--- src/rtl/mem_bus_arbiter_pkg.sv ---
// Shared bus definitions for the processor-to-memory arbiter slice:
// bus commands, memory geometry and the tag-owner encoding.
package mem_bus_arbiter_pkg;

  localparam int NUM_MEM_TAGS = 15;
  localparam int DATA_SIZE    = 64;

  typedef enum logic [1:0] {
    BUS_NONE  = 2'h0,
    BUS_LOAD  = 2'h1,
    BUS_STORE = 2'h2
  } BUS_COMMAND;

  typedef enum logic {
    OWNER_DC = 1'b0,
    OWNER_IC = 1'b1
  } MEM_OWNER;

endpackage

--- src/rtl/mem_bus_arbiter_tag_owner.sv ---
// Per-tag owner table: remembers which cache issued each outstanding load
// so returning tags are steered back to it; flags returns with no owner.
module mem_tag_owner_table
  import mem_bus_arbiter_pkg::*;
#(
  parameter int NUM_TAGS = NUM_MEM_TAGS,
  parameter int TAG_W    = $clog2(NUM_TAGS + 1)
) (
  input  logic             clock,
  input  logic             reset,
  input  logic             alloc_en,
  input  logic [TAG_W-1:0] alloc_tag,
  input  MEM_OWNER         alloc_owner,
  input  logic [TAG_W-1:0] ret_tag,
  output logic [TAG_W-1:0] dc_tag,
  output logic [TAG_W-1:0] ic_tag,
  output logic             orphan_err
);

  logic [NUM_TAGS-1:0] valid;
  MEM_OWNER            owner [NUM_TAGS];
  logic                hit;
  MEM_OWNER            hit_owner;

  // Lookup uses the table contents before this edge, so a same-cycle
  // clear/allocate still routes the returning tag to its previous owner.
  always_comb begin
    hit       = 1'b0;
    hit_owner = OWNER_DC;
    for (int i = 0; i < NUM_TAGS; i++) begin
      if (ret_tag == TAG_W'(i + 1)) begin
        hit       = valid[i] && reset;
        hit_owner = owner[i];
      end
    end
    dc_tag = (hit && hit_owner == OWNER_DC) ? ret_tag : '0;
    ic_tag = (hit && hit_owner == OWNER_IC) ? ret_tag : '0;
  end

  always_ff @(posedge clock or negedge reset) begin
    if (!reset) begin
      valid      <= '0;
      orphan_err <= 1'b0;
      for (int i = 0; i < NUM_TAGS; i++) owner[i] <= OWNER_DC;
    end else begin
      for (int i = 0; i < NUM_TAGS; i++) begin
        if (alloc_en && alloc_tag == TAG_W'(i + 1)) begin
          valid[i] <= 1'b1;
          owner[i] <= alloc_owner;
        end else if (ret_tag == TAG_W'(i + 1)) begin
          valid[i] <= 1'b0;
        end
      end
      if (ret_tag != '0 && !hit) orphan_err <= 1'b1;
    end
  end

endmodule

--- src/rtl/mem_bus_arbiter.sv ---
// Arbitrates the single memory bus between dcache and icache, with dcache
// priority and a starvation counter that eventually forces an icache grant.
module mem_bus_arbiter
  import mem_bus_arbiter_pkg::*;
#(
  parameter int NUM_TAGS     = NUM_MEM_TAGS,
  parameter int TAG_W        = $clog2(NUM_TAGS + 1),
  parameter int DATA_W       = DATA_SIZE,
  parameter int STARVE_LIMIT = 4
) (
  input  logic              clock,
  input  logic              reset,
  input  BUS_COMMAND        dc2mem_command,
  input  logic [31:0]       dc2mem_addr,
  input  logic [DATA_W-1:0] dc2mem_data,
  input  BUS_COMMAND        ic2mem_command,
  input  logic [31:0]       ic2mem_addr,
  input  logic [TAG_W-1:0]  mem2proc_response,
  input  logic [DATA_W-1:0] mem2proc_data,
  input  logic [TAG_W-1:0]  mem2proc_tag,
  output BUS_COMMAND        proc2mem_command,
  output logic [31:0]       proc2mem_addr,
  output logic [DATA_W-1:0] proc2mem_data,
  output logic [TAG_W-1:0]  mem2dc_response,
  output logic [DATA_W-1:0] mem2dc_data,
  output logic [TAG_W-1:0]  mem2dc_tag,
  output logic [TAG_W-1:0]  mem2ic_response,
  output logic [DATA_W-1:0] mem2ic_data,
  output logic [TAG_W-1:0]  mem2ic_tag,
  output logic              orphan_tag_err
);

  localparam int STARVE_W = $clog2(STARVE_LIMIT + 1);

  logic [STARVE_W-1:0] starve_cnt;
  logic                dc_req;
  logic                ic_req;
  logic                grant_dc;
  logic                grant_ic;
  logic                accepted;
  logic                alloc_en;
  MEM_OWNER            alloc_owner;

  always_comb begin
    dc_req   = dc2mem_command != BUS_NONE;
    ic_req   = ic2mem_command != BUS_NONE;
    grant_ic = ic_req && (!dc_req || starve_cnt == STARVE_W'(STARVE_LIMIT));
    grant_dc = dc_req && !grant_ic;
    accepted = mem2proc_response != '0;

    proc2mem_command = BUS_NONE;
    proc2mem_addr    = '0;
    proc2mem_data    = '0;
    if (grant_ic) begin
      proc2mem_command = ic2mem_command;
      proc2mem_addr    = ic2mem_addr;
    end else if (grant_dc) begin
      proc2mem_command = dc2mem_command;
      proc2mem_addr    = dc2mem_addr;
      proc2mem_data    = dc2mem_data;
    end

    // The losing side sees a rejection and simply retries next cycle.
    mem2dc_response = grant_dc ? mem2proc_response : '0;
    mem2ic_response = grant_ic ? mem2proc_response : '0;
    mem2dc_data     = mem2proc_data;
    mem2ic_data     = mem2proc_data;

    alloc_en    = (proc2mem_command == BUS_LOAD) && accepted;
    alloc_owner = grant_ic ? OWNER_IC : OWNER_DC;
  end

  // A forced grant that memory rejects leaves the count at the limit so
  // the icache keeps the bus until memory accepts its request.
  always_ff @(posedge clock or negedge reset) begin
    if (!reset) begin
      starve_cnt <= '0;
    end else if (!ic_req) begin
      starve_cnt <= '0;
    end else if (grant_ic) begin
      if (accepted) starve_cnt <= '0;
    end else if (starve_cnt != STARVE_W'(STARVE_LIMIT)) begin
      starve_cnt <= starve_cnt + 1'b1;
    end
  end

  mem_tag_owner_table #(
    .NUM_TAGS (NUM_TAGS),
    .TAG_W    (TAG_W)
  ) u_owner_table (
    .clock       (clock),
    .reset       (reset),
    .alloc_en    (alloc_en),
    .alloc_tag   (mem2proc_response),
    .alloc_owner (alloc_owner),
    .ret_tag     (mem2proc_tag),
    .dc_tag      (mem2dc_tag),
    .ic_tag      (mem2ic_tag),
    .orphan_err  (orphan_tag_err)
  );

endmodule

--- config.mk ---
export PLATFORM = sky130hd
export DESIGN_NAME = mem_bus_arbiter
export DESIGN_NICKNAME = d
export VERILOG_FILES = /design/src/rtl/mem_bus_arbiter_pkg.sv /design/src/rtl/mem_bus_arbiter_tag_owner.sv /design/src/rtl/mem_bus_arbiter.sv
export SDC_FILE = /design/constraint.sdc
export NUM_CORES = 1
export LEC_CHECK = 0
export ABC_CLOCK_PERIOD_IN_PS = 5500
export CORE_AREA = 10 10 164 166
export DETAILED_ROUTE_END_ITERATION = 7
export DIE_AREA = 0 0 174 176
export GPL_ROUTABILITY_DRIVEN = 0
export PLACE_DENSITY_LB_ADDON = 0.2
export SYNTH_ARGS = -nofsm -noshare
export SYNTH_HDL_FRONTEND = slang
export SYNTH_HIERARCHICAL = 1
export SYNTH_SLANG_ARGS = --single-unit
--- constraint.sdc ---
create_clock -name clock -period 5.5 [get_ports clock]
set_input_delay 1.1 -clock clock [delete_from_list [all_inputs] [get_ports clock]]
set_output_delay 1.1 -clock clock [all_outputs]
set_load 0.01 [all_outputs]
==> flow_metrics.env, run 1 <==
export IMPL_hold_path_class="reg2reg"
export IMPL_path_class="in2out"
export IMPL_critPathBufInv=2
export IMPL_max_stage_delay_ns=0.96
export IMPL_place_hpwl_um=15900
export IMPL_syn_area_um2=3880
export IMPL_ant_nets=0
export IMPL_io_pins=449
export IMPL_p_comb_share_pct=51.2
export IMPL_layout_drive_gt1_share_pct=7.92
export IMPL_timing_final_max_slew_violations=0
export IMPL_cellLeakagePower_nw=2.27
export IMPL_outcome="completed"
export IMPL_timing_final_crit_share_pct=93.6
export IMPL_routedWlPerCell_um=20.4
export IMPL_fin_crit_ns=5.15
export IMPL_endpoint_kind="primary output"
export IMPL_cts_resized=0
export IMPL_cp_start_kind="primary input"
export IMPL_worstPathCellList="clkdlybuf4s50_1 -> nand2_2 -> o32ai_1 -> o31ai_1 -> a32o_1 -> a211oi_2 -> clkdlybuf4s50_1"
export IMPL_cts_max_level=2
export IMPL_max_freq_mhz=194
export IMPL_rr_endpoint="u_owner_table/owner[13]$_DFFE_PN0P_"
export IMPL_drc=0
export IMPL_nFillCells=2634
export IMPL_drt_iter0_drc=119
export IMPL_syn_inst=450
export IMPL_grt_usage_pct=11.3
export IMPL_sequentialPowerShare_pct=26.6
export IMPL_synthSimpleGateAreaFrac_pct=21.9
export IMPL_worst_path_most_repeated_cell="clkdlybuf4s50_1"
export IMPL_port_buffers=256
export IMPL_path_clk_slew_ns=0.05
export IMPL_critPathLaunch="mem2proc_tag[0]"
export IMPL_rsz0062_at_grt="no"
export IMPL_antenna_found_initial=10
export IMPL_synth_top_family_by_area="buffers and inverters"
export IMPL_synth_fp_nets=658
export IMPL_synth_edf_count=0
export IMPL_cts_setup_buffers=0
export IMPL_finalSetupViolCount=0
export IMPL_syn_area_per_cell_um2=8.61
export IMPL_ctsRootBufferMaster="clkbuf_16"
export IMPL_critical_path_peak_fanout=16
export IMPL_peakVddDrop_uv=102
export IMPL_yosys_warnings=6
export IMPL_fp_row_count=57
export IMPL_final_common_cell="clkdlybuf4s50_1"
export IMPL_relSlewSlack_pct=49.2
export IMPL_synth_seq_area_share_pct=21.9
export IMPL_worst_pin_slew_ns=0.759
export IMPL_syn2layout_area_growth_pct=52.4
export IMPL_multi_input_area_um2=1870
export IMPL_clk_latency_ns=0.28
export IMPL_p_clk_share_pct=22.2
export IMPL_required_ns=4.40
export IMPL_routed_wl_um=18300
export IMPL_synthArstFlopShare_pct=100
export IMPL_reg2reg_setup_slack_ns=2.74
export IMPL_p_sw_share_pct=33.2
export IMPL_critical_path_depth=7
export IMPL_cp_endpoint="mem2dc_tag[0]"
export IMPL_layout_area_seq_um2=851
export IMPL_grt_pass1_wl_um=26500
export IMPL_die_w_um=174
export IMPL_cts_tree="done"
export IMPL_via_count=3613
export IMPL_numCtsBuffers=5
export IMPL_ys_ff_latch=34
export IMPL_coreArea_um2=23800
export IMPL_cpMaxStageDelayCell="clkdlybuf4s50_1"
export IMPL_cts_sinks=34
export IMPL_p_per_area_nw_per_um2=216
export IMPL_totalNegativeSetupSlack_ns=0
export IMPL_max_cap_viol_count=0
export IMPL_start_util_pct=16.3
export IMPL_most_common_layout_cells="255 x clkdlybuf4s50_1, 72 x and2_1, 34 x dfrtp_1"
export IMPL_final_util_pct=24.8
export IMPL_ctsHoldBuffers=0
export IMPL_synth_compound_area_share_pct=17.4
export IMPL_p_int_uw=852
export IMPL_viasPerCell=4.04
export IMPL_power_switching_uw=423
export IMPL_die_h_um=176
export IMPL_grt_overflow_total=0
export IMPL_final_area_um2=5910
export IMPL_critical_path_top_delay_family="buffers and inverters"
export IMPL_cts_buffer_depth=2
export IMPL_fin_worst_skew_ns=0.00596
export IMPL_nets=775
export IMPL_first_pass_iters=4
export IMPL_yosys_area_share_xor_xnor_pct=0
export IMPL_grt_pass1_vias=3925
export IMPL_synthAdderAreaFrac_pct=0.646
export IMPL_dpl_instance_area_um2=5750
export IMPL_die_area_um2=30600
export IMPL_arrival_ns=4.05
export IMPL_grt_max_degree=60
export IMPL_hold_viol_final=0
export IMPL_worst_hold_slack_ns=0.509
export IMPL_worst_r2r_path_depth=8
export IMPL_synthMuxAreaShare_pct=8.10
export IMPL_r2r_start="starve_cnt[0]$_DFFE_PN0P_"
export IMPL_synth_flop_cell="dfrtp_1"
export IMPL_synth_cell_types=51
[per-stage QoR]
stage / worst slack, ns / cells / power [mW]
6_report: 0.351 / 895 / 1.28
5_1_grt: 0.120 / 892 / 1.35
4_1_cts: 0.326 / 892 / 1.30
3_5_place_dp: 0.330 / 884 / 1.01
3_3_place_gp: 0.406 / 884 / 1.00
2_1_floorplan: 1.87 / 450 / 0.723
[worst min-delay path by stage]
| stage | from | to | slack (ns) | cells after the start |
|---|---|---|---|---|
| floorplan | u_owner_table/owner[11]$_DFFE_PN0P_ | u_owner_table/owner[11]$_DFFE_PN0P_ | 0.46 | 1 |
| global placement | u_owner_table/owner[0]$_DFFE_PN0P_ | u_owner_table/owner[0]$_DFFE_PN0P_ | 0.50 | 1 |
| detailed placement | u_owner_table/owner[2]$_DFFE_PN0P_ | u_owner_table/owner[2]$_DFFE_PN0P_ | 0.50 | 1 |
| CTS | u_owner_table/valid[4]$_DFFE_PN0P_ | u_owner_table/valid[4]$_DFFE_PN0P_ | 0.51 | 2 |
| global route | u_owner_table/owner[10]$_DFFE_PN0P_ | u_owner_table/owner[10]$_DFFE_PN0P_ | 0.53 | 1 |
| finish | u_owner_table/owner[10]$_DFFE_PN0P_ | u_owner_table/owner[10]$_DFFE_PN0P_ | 0.51 | 1 |
[cells by family after synthesis]
| family | after synthesis |
|---|---|
| AOI/OAI and AO/OA | 89 |
| adders and majority gates | 2 |
| buffers and inverters | 156 |
| DFF | 34 |
| muxes | 23 |
| and+or+nand+nor | 146 |
[power groups by stage]
stage / clock (mW) / combinational (mW) / sequential [mW]
2_1_floorplan: 0 / 0.402 / 0.321
3_3_place_gp: 0 / 0.660 / 0.344
3_5_place_dp: 0 / 0.668 / 0.343
4_1_cts: 0.289 / 0.669 / 0.339
5_1_grt: 0.302 / 0.704 / 0.345
6_report: 0.284 / 0.653 / 0.339
[metal layers]
layer	GRT usage (%)	up-vias	share of wire (%)
li1	-	1650	-
met1	10.3	1687	33
met2	20.2	214	50
met3	7.84	44	14
met4	2.71	18	2.1
met5	0	-	0.60
[synthesized netlist by cell type (2+ instances only)]
cell type / instances / area [µm²]
buf_4: 132 / 991
and2_1: 72 / 450
dfrtp_1: 34 / 851
a22o_1: 32 / 280
o21ai_0: 24 / 120
nand2_1: 16 / 60.1
nor2_1: 15 / 56.3
nand2b_1: 11 / 68.8
a21oi_1: 10 / 50.1
mux2_2: 10 / 113
nand3_1: 10 / 50.1
buf_6: 9 / 101
mux2_1: 7 / 78.8
clkbuf_2: 6 / 30.0
mux4_2: 5 / 113
nand3b_1: 5 / 37.5
a211oi_2: 4 / 50.1
buf_2: 4 / 20.0
a31o_2: 3 / 26.3
inv_1: 3 / 11.3
or3_1: 3 / 18.8
a211oi_1: 2 / 15.0
a311o_1: 2 / 20.0
a32o_1: 2 / 20.0
ha_1: 2 / 25.0
or4b_1: 2 / 20.0
[sequential cells by signal, summed over array words and instances, names as in the netlist]
name,count
u_owner_table/orphan_err,1
u_owner_table/owner,15
u_owner_table/valid,15
starve_cnt,3
[layout make-up]
| cell class | instances | area share [%] |
|---|---|---|
| Multi-Input combinational cell | 260 | 31.6 |
| Antenna cell | 3 | 0.127 |
| Sequential cell | 34 | 14.4 |
| Timing Repair Buffer | 262 | 44.3 |
| Clock buffer | 7 | 2.41 |
| Clock inverter | 1 | 0.0847 |
| Tap cell | 324 | 6.86 |
| Inverter | 4 | 0.254 |
Power figures use the tool's default switching activity.
==> run 2: changes to the inputs <==
Settings changed: SKIP_CTS_REPAIR_TIMING from default to 1.
==> results of run 2 <==
The final DEF is identical to that of run 1; final timing and power are the same.
